### config.mk
export PLATFORM = sky130hd
export DESIGN_NAME = spi_slave_regs
export DESIGN_NICKNAME = d
export VERILOG_FILES = /design/src/rtl/spi_slave_regs.sv
export SDC_FILE = /design/constraint.sdc
export NUM_CORES = 1
export LEC_CHECK = 0
export CORE_MARGIN = 3
export CORE_UTILIZATION = 58
export DETAILED_ROUTE_END_ITERATION = 16
export MAX_ROUTING_LAYER = met4
export PLACE_DENSITY_LB_ADDON = 0.15
export SETUP_SLACK_MARGIN = 0.5
export SYNTH_ARGS = -nofsm -noshare
export SYNTH_HDL_FRONTEND = slang
export SYNTH_SLANG_ARGS = --single-unit
### constraint.sdc
create_clock -name mclk_i_clk -period 4.1 [get_ports mclk_i_clk]
set_input_delay 1.23 -clock mclk_i_clk [delete_from_list [all_inputs] [get_ports mclk_i_clk]]
set_output_delay 1.23 -clock mclk_i_clk [all_outputs]
set_load 0.02 [all_outputs]
### src/rtl/spi_slave_regs.sv
// SPI mode-0 responder exposing a byte-wide register file over 16-bit command frames.
// All SPI pins are oversampled in the mclk_i_clk domain; no logic runs on SCLK itself.
module spi_slave_regs #(
    parameter int          NUM_REGS  = 8,
    parameter logic [7:0]  DEVICE_ID = 8'hA5
) (
    input  logic                  mclk_i_clk,
    input  logic                  mclk_reset_reset_n,
    input  logic                  spi_sclk_i,
    input  logic                  spi_ss_n_i,
    input  logic                  spi_mosi_i,
    output logic                  spi_miso_o,
    output logic                  spi_miso_oe,
    output logic [NUM_REGS*8-1:0] regs_o,
    output logic                  wr_strobe_o,
    output logic [6:0]            wr_addr_o
);

    // state    | meaning
    // ST_IDLE  | waiting for an armed SS_n falling edge
    // ST_CMD   | shifting in R/W + address (bits 15..8)
    // ST_DATA  | shifting rx data in, tx data out (bits 7..0)
    // ST_DONE  | frame complete, extra SCLK edges ignored
    typedef enum logic [1:0] {ST_IDLE, ST_CMD, ST_DATA, ST_DONE} state_t;

    // bit0 = first sync stage, bit1 = synchronized value, bit2 = history
    logic [2:0] sclk_sync_q, ss_sync_q, mosi_sync_q;
    logic [1:0] settle_q, settle_d;
    logic       armed_q, armed_d;

    state_t     state_q, state_d;
    logic [4:0] bit_cnt_q, bit_cnt_d;
    logic [7:0] cmd_q, cmd_d;
    logic [7:0] rx_q, rx_d;
    logic [7:0] tx_q, tx_d;
    logic       miso_q, miso_d;
    logic       wr_strobe_q, wr_strobe_d;
    logic [6:0] wr_addr_q, wr_addr_d;
    logic [NUM_REGS-1:0][7:0] regs_q, regs_d;

    logic sclk_rise, sclk_fall, ss_high, ss_fall, mosi_s;

    assign sclk_rise = sclk_sync_q[1] & ~sclk_sync_q[2];
    assign sclk_fall = ~sclk_sync_q[1] & sclk_sync_q[2];
    assign ss_high   = ss_sync_q[1];
    assign ss_fall   = ~ss_sync_q[1] & ss_sync_q[2];
    assign mosi_s    = mosi_sync_q[1];

    function automatic logic [7:0] read_data(input logic [6:0] addr);
        logic [7:0] val;
        val = 8'h00;
        if (addr == 7'h7F) val = DEVICE_ID;
        for (int i = 0; i < NUM_REGS; i++) begin
            if (addr == 7'(i)) val = regs_q[i];
        end
        return val;
    endfunction

    // SS_n may already be low when reset releases; only arm once the synchronizer
    // holds a genuine post-reset sample of SS_n high, so a frame in flight is skipped.
    always_comb begin
        settle_d = (settle_q == 2'd2) ? settle_q : settle_q + 2'd1;
        armed_d  = armed_q | ((settle_q == 2'd2) & ss_high);
    end

    always_comb begin
        logic hit;
        hit         = 1'b0;
        state_d     = state_q;
        bit_cnt_d   = bit_cnt_q;
        cmd_d       = cmd_q;
        rx_d        = rx_q;
        tx_d        = tx_q;
        miso_d      = miso_q;
        regs_d      = regs_q;
        wr_strobe_d = 1'b0;
        wr_addr_d   = wr_addr_q;

        if (ss_high) begin
            bit_cnt_d = 5'd0;
        end else if (sclk_rise && bit_cnt_q < 5'd16) begin
            bit_cnt_d = bit_cnt_q + 5'd1;
        end

        case (state_q)
            ST_IDLE: begin
                miso_d = 1'b0;
                if (armed_q && ss_fall) state_d = ST_CMD;
            end
            ST_CMD: begin
                miso_d = 1'b0;
                if (sclk_rise) begin
                    cmd_d = {cmd_q[6:0], mosi_s};
                    if (bit_cnt_q == 5'd7) begin
                        state_d = ST_DATA;
                        tx_d    = read_data(cmd_d[6:0]);
                    end
                end
            end
            ST_DATA: begin
                if (sclk_fall) begin
                    miso_d = tx_q[7];
                    tx_d   = {tx_q[6:0], 1'b0};
                end
                if (sclk_rise) begin
                    rx_d = {rx_q[6:0], mosi_s};
                    if (bit_cnt_q == 5'd15) begin
                        state_d = ST_DONE;
                        miso_d  = 1'b0;
                        if (!cmd_q[7]) begin
                            for (int i = 0; i < NUM_REGS; i++) begin
                                if (cmd_q[6:0] == 7'(i)) begin
                                    regs_d[i] = rx_d;
                                    hit       = 1'b1;
                                end
                            end
                        end
                        if (hit) begin
                            wr_strobe_d = 1'b1;
                            wr_addr_d   = cmd_q[6:0];
                        end
                    end
                end
            end
            ST_DONE: begin
                miso_d = 1'b0;
            end
            default: begin
                state_d = ST_IDLE;
                miso_d  = 1'b0;
            end
        endcase

        if (ss_high) begin
            state_d = ST_IDLE;
            miso_d  = 1'b0;
        end
    end

    always_ff @(posedge mclk_i_clk or negedge mclk_reset_reset_n) begin
        if (!mclk_reset_reset_n) begin
            sclk_sync_q <= 3'b000;
            ss_sync_q   <= 3'b111;
            mosi_sync_q <= 3'b000;
            settle_q    <= 2'd0;
            armed_q     <= 1'b0;
            state_q     <= ST_IDLE;
            bit_cnt_q   <= 5'd0;
            cmd_q       <= 8'h00;
            rx_q        <= 8'h00;
            tx_q        <= 8'h00;
            miso_q      <= 1'b0;
            regs_q      <= '0;
            wr_strobe_q <= 1'b0;
            wr_addr_q   <= 7'd0;
        end else begin
            sclk_sync_q <= {sclk_sync_q[1:0], spi_sclk_i};
            ss_sync_q   <= {ss_sync_q[1:0], spi_ss_n_i};
            mosi_sync_q <= {mosi_sync_q[1:0], spi_mosi_i};
            settle_q    <= settle_d;
            armed_q     <= armed_d;
            state_q     <= state_d;
            bit_cnt_q   <= bit_cnt_d;
            cmd_q       <= cmd_d;
            rx_q        <= rx_d;
            tx_q        <= tx_d;
            miso_q      <= miso_d;
            regs_q      <= regs_d;
            wr_strobe_q <= wr_strobe_d;
            wr_addr_q   <= wr_addr_d;
        end
    end

    assign spi_miso_o  = miso_q;
    assign spi_miso_oe = ~ss_sync_q[1];
    assign regs_o      = regs_q;
    assign wr_strobe_o = wr_strobe_q;
    assign wr_addr_o   = wr_addr_q;

endmodule
; ---- After elaboration in Yosys (flattened, before gate mapping)
; Index checks and enable logic that the tools add are counted.
[word_totals]
rom_bits = 0
n_memories = 0
latch_bits = 0
ram_bits = 0
word_cells = 127
reg_bits = 114
[op_classes]
n_mux = 43
add_sub_neg = 2
multipliers = 0
div_mod_pow = 0
n_eq_ne = 29
n_bitwise = 9
magnitude_cmp = 1
shift = 0
n_reduce_logical = 22
[ops]
columns = op, n
row1 = 2-to-1 mux 8 bit, 12
row2 = == test 7 x 3 -> 1 bit (second input constant), 8
row3 = AND reduction 5 bit, 8
row4 = == test 7 x 2 -> 1 bit (second input constant), 4
row5 = 2-to-1 mux 1 bit, 20
row6 = case mux 8 bit (2 select lines), 1
row7 = inequality test 3 bit (second input constant), 5
row8 = == test 7 x 1 -> 1 bit (second input constant), 2
row9 = zero test 7 bit, 2
row10 = 2-to-1 mux 2 bit, 6
row11 = 2-to-1 mux 5 bit, 2
row12 = AND reduction 4 bit, 2
row13 = == test 7 bit (second input constant), 1
row14 = == test 2 bit (second input constant), 3
row15 = inequality test 2 bit (second input constant), 3
row16 = case mux 2 bit (3 select lines), 1
row17 = AND reduction 6 bit, 1
row18 = adder 5 x 1 -> 5 bit (second input constant), 1
row19 = == test 5 x 3 -> 1 bit (second input constant), 1
row20 = == test 5 x 4 -> 1 bit (second input constant), 1
row21 = less-than comparator 5 bit (second input constant), 1
row22 = AND 1 bit, 4
row23 = NOT 1 bit, 4
row24 = AND reduction 2 bit, 2
row25 = other kinds (9), 11

; ---- Depth between registers and ports, before layout
[logic_depth]
ltp_word = 17
depth_mapped = 9
mapped_depth_nobuf = 8

; ---- Worst setup path after synthesis
; No wires, ideal clock.
[synth_timing]
path_kind = register to register
from = register bit_cnt_q[0]
to = register regs_q (netlist bit regs_o[56])
required_time_ns = 3.975
arrival_ns = 2.021
setup_ns = 0.125
slack_ns = 1.955
stages_incl_launch_ff = 9
path_buffers = 0
path_cell_list = dfrtp_1 -> ha_1 -> and3_1 -> ha_1 -> nand2b_1 -> nor4_4 -> nand2_2 -> nor2_2 -> mux2_2
[synth_between]
elab_chain_len = 2
[synth_rtl]
columns = element, line_no
row1 = from (decl), 32  ; logic [4:0] bit_cnt_q, bit_cnt_d;
row2 = from (signal assigned), 163  ; bit_cnt_q <= bit_cnt_d;
row3 = == test 5 x 4 -> 1 bit, 107  ; if (bit_cnt_q == 5'd15) begin
row4 = AND reduction 5 bit (no line), -
row5 = to (signal assigned), 168  ; regs_q <= regs_d;
row6 = to (decl), 39  ; logic [NUM_REGS-1:0][7:0] regs_q, regs_d;
; No other way between the ends.
; A chain may end at the register's enable or synchronous reset.

; ---- Final worst setup path
[layout_timing]
from = register state_q[0]
to = register regs_q (netlist bit regs_o[45])
[layout_between]
elab_chain_len = 2
[layout_rtl]
columns = element, line_no
row1 = from (decl), 31  ; state_t state_q, state_d;
row2 = from (signal assigned), 162  ; state_q <= state_d;
row3 = == test 2 bit, 85  ; case (state_q)
row4 = AND reduction 5 bit (no line), -
; No other way between the ends.

==> results.toml <==
[global_routing]
grt.overflow.total = 0
initial_antenna_violation_count = 0
track_usage = 0.299
grt_first_pass_wirelength_mm = 22.4
first_global_vias = 4171
grt_start_max_net_pins = 57

[cts]
clock_pin_transition_on_the_worst_setup_and_hold_timing_paths_ns = 0.06
cts-buffers-inserted = 17
cts.root.buffer_cell = "sky130_fd_sc_hd__clkbuf_8"
number_of_hold_repair_buffers_added_at_the_cts_stage = 0
ctsResizeCount = 0
clockBufferDepth = 2
clkLatencyLatePin_ns = 0.52
tritoncts = "done"
clkSinkCount = 114
post_cts.repair.setup_buffers = 0
htree_levels = 4

[synthesis]
synth_flop_cell = "sky130_fd_sc_hd__dfrtp_1"
syn-instance-count = 445
synth_seq_area_share = 0.534
synthesis.yosys.warnings = 0
post_synth.cell_area_avg_sq_um = 12.0
synth.most_common_cell = "sky130_fd_sc_hd__dfrtp_1"
synth_net_count = 457
netlist_top_cells_count = "sky130_fd_sc_hd__dfrtp_1, sky130_fd_sc_hd__mux2_2, sky130_fd_sc_hd__nor2_1"
postSynthRegisterBits = 114
synth.area.top_cells = "sky130_fd_sc_hd__dfrtp_1, sky130_fd_sc_hd__mux2_2, sky130_fd_sc_hd__nor2_1"
share_of_the_synthesized_area_in_the_top_cell_type = 0.519
synth-edff-count = 0
asyncSetResetFlopFracSynth = 1.00
synth_cell_types = 56
synth_top_cell_by_area = "sky130_fd_sc_hd__dfrtp_1"
syn-cell-area_sq_um = 5350

[die]
placeableCoreArea_sq_um = 8850
initial_utilization = 0.604
design.portCount = 79
floorplan.rows = 34
fp.dieArea_sq_um = 10400
die_h_um = 102
floorplan.die.width_um = 102

[drt]
drtAntennaViolNets = 0
dr.first_iter.drc_count = 286
wl_per_cell_um = 22.1
drt_wl_total_mm = 14.1
drt_drc_violations_left = 0
drtPass1Iterations = 7
num_vias = 3996
vias_per_cell = 6.23

[worst_setup_path]
setup.worst_path.start_class = "flop"
reg2reg_slack_ns = 0.81
worst_path_largest_cell_delay_ns = 0.61
critical_path.cell_chain = "inv_1 -> ha_1 -> nand3b_1 -> buf_4 -> nor4_4 -> nand2_2 -> nor3_4 -> mux2_2"
critical_path_arrival_ns = 3.69
crit_path_kind = "reg -> reg"
required_ns = 4.50
cp_slowest_cell = "sky130_fd_sc_hd__nor4_4"
critPathCaptureType = "flop"
critical_path_peak_fanout = 16

[place]
place.gp.congestion = 0.904
hpwl_mm = 9.53
placed_cell_area_sq_um = 6190
port_buffers = 78

[finish]
num_antenna_cells = 0
area_delta_synth_final_pct = 26.5
n_fill_cell = 585
final_cell_area_sq_um = 6760
fraction_of_layout_instances_using_a_drive_strength_above_1 = 0.266
post-route-util = 0.764
design.final.nets = 532

[sta]
finalSetupViolations = 0
final-hold-violation-count = 0
setup_repair_after_global_routing_missed_its_margin = "false"
timing.max_slew.rel_slack = 0.358
tightestPinTransition_ns = 0.955
fmax_mhz = 304
timing.setup.tns_ns = 0
final_max_slew_viol_count = 0
final_period_minus_worst_setup_slack_ns = 3.29
min_period_over_period = 0.803
worst_clock_skew_ns = 0.00691

[job]
timing.max_cap.violations = 0

[power_and_ir_drop]
worst_ir_drop_vdd_mv = 0.279
total_leakage_power_uw = 0.00306
power.density_cell_area_nw_per_um2 = 502
design_power_uw = 3400

[status]
run_status = "finished clean"

[worst_hold_path]
hold_path_class = "reg -> reg"
## cells by family after synthesis
kind of cell	synth area share
simple gates	0.132
flops	0.534
mux	0.190
compound gates	0.0894
buf+inv	0.0316
fa+ha+maj	0.0164
xor+xnor	0.00655
## final timing paths
check,start,endpoint,depth (start not counted)
max in group asynchronous,mclk_reset_reset_n,ss_sync_q[1],2
setup reg to reg,state_q[0],regs_o[45],8
min in group asynchronous,mclk_reset_reset_n,bit_cnt_q[0],1
hold / removal,sclk_sync_q[0],sclk_sync_q[1],0
setup / recovery,state_q[0],regs_o[45],8
hold reg to reg,sclk_sync_q[0],sclk_sync_q[1],0
## critical path: cells and delay by family (launching register included)
| family | cells | cell delay (ns) |
|---|---|---|
| simple gates | 4 | 1.45 |
| buf+inv | 2 | 0.33 |
| fa+ha+maj | 1 | 0.60 |
| mux | 1 | 0.40 |
| flops | 1 | 0.39 |
## placed cells by master (no fill, tap or decap), types with 4 or more instances in the layout
cell type,count
sky130_fd_sc_hd__a21oi_1,16
sky130_fd_sc_hd__buf_4,7
sky130_fd_sc_hd__clkbuf_16,16
sky130_fd_sc_hd__clkdlybuf4s50_1,77
sky130_fd_sc_hd__dfrtp_1,111
sky130_fd_sc_hd__ha_1,7
sky130_fd_sc_hd__inv_1,13
sky130_fd_sc_hd__mux2_2,82
sky130_fd_sc_hd__mux2i_1,9
sky130_fd_sc_hd__nand2_1,18
sky130_fd_sc_hd__nand2b_1,4
sky130_fd_sc_hd__nand3b_1,5
sky130_fd_sc_hd__nand4_1,6
sky130_fd_sc_hd__nor2_1,33
sky130_fd_sc_hd__nor2b_1,14
sky130_fd_sc_hd__o211ai_1,5
sky130_fd_sc_hd__o21ai_0,18
sky130_fd_sc_hd__o22ai_1,6
## state kept, by name, summed over array words and instances, names as in the netlist, 2 cells and up
signal       count
regs_o          64
cmd_q            8
tx_q             8
rx_q             7
wr_addr_o        7
bit_cnt_q        5
sclk_sync_q      3
ss_sync_q        3
mosi_sync_q      2
settle_q         2
state_q          2
## metal layers
layer,vias up,global-route usage,wire length (um)
met5,-,-,0
met4,0,0.131,469
met3,42,0.0683,1020
met2,198,0.433,6550
met1,2000,0.405,6100
li1,1756,-,-
## cell type report
type	instances	area [sq um]	share of cell area
clock inverter	12	133	0.0196
sequential	114	2860	0.422
inverter	13	48.8	0.00721
timing repair buffer	84	823	0.122
tap	108	135	0.0200
clock buffer	20	445	0.0659
multi-input combinational	290	2320	0.343
## where the power goes
group          internal (uW)  leakage, uW  total (uW)  switching, uW
registers               1190      0.00155        1320            137
clock network            896     0.000277        1420            520
logic                    224      0.00123         657            433
## stage by stage
stage,instances,hold WS [ns],setup WS (ns)
finish,641,0.348,0.808
global route,641,0.352,0.596
CTS,641,0.351,0.721
detailed placement,609,0.339,0.801
global placement,609,0.335,0.947
floorplan,445,0.331,1.95
Power figures use the tool's default switching activity.
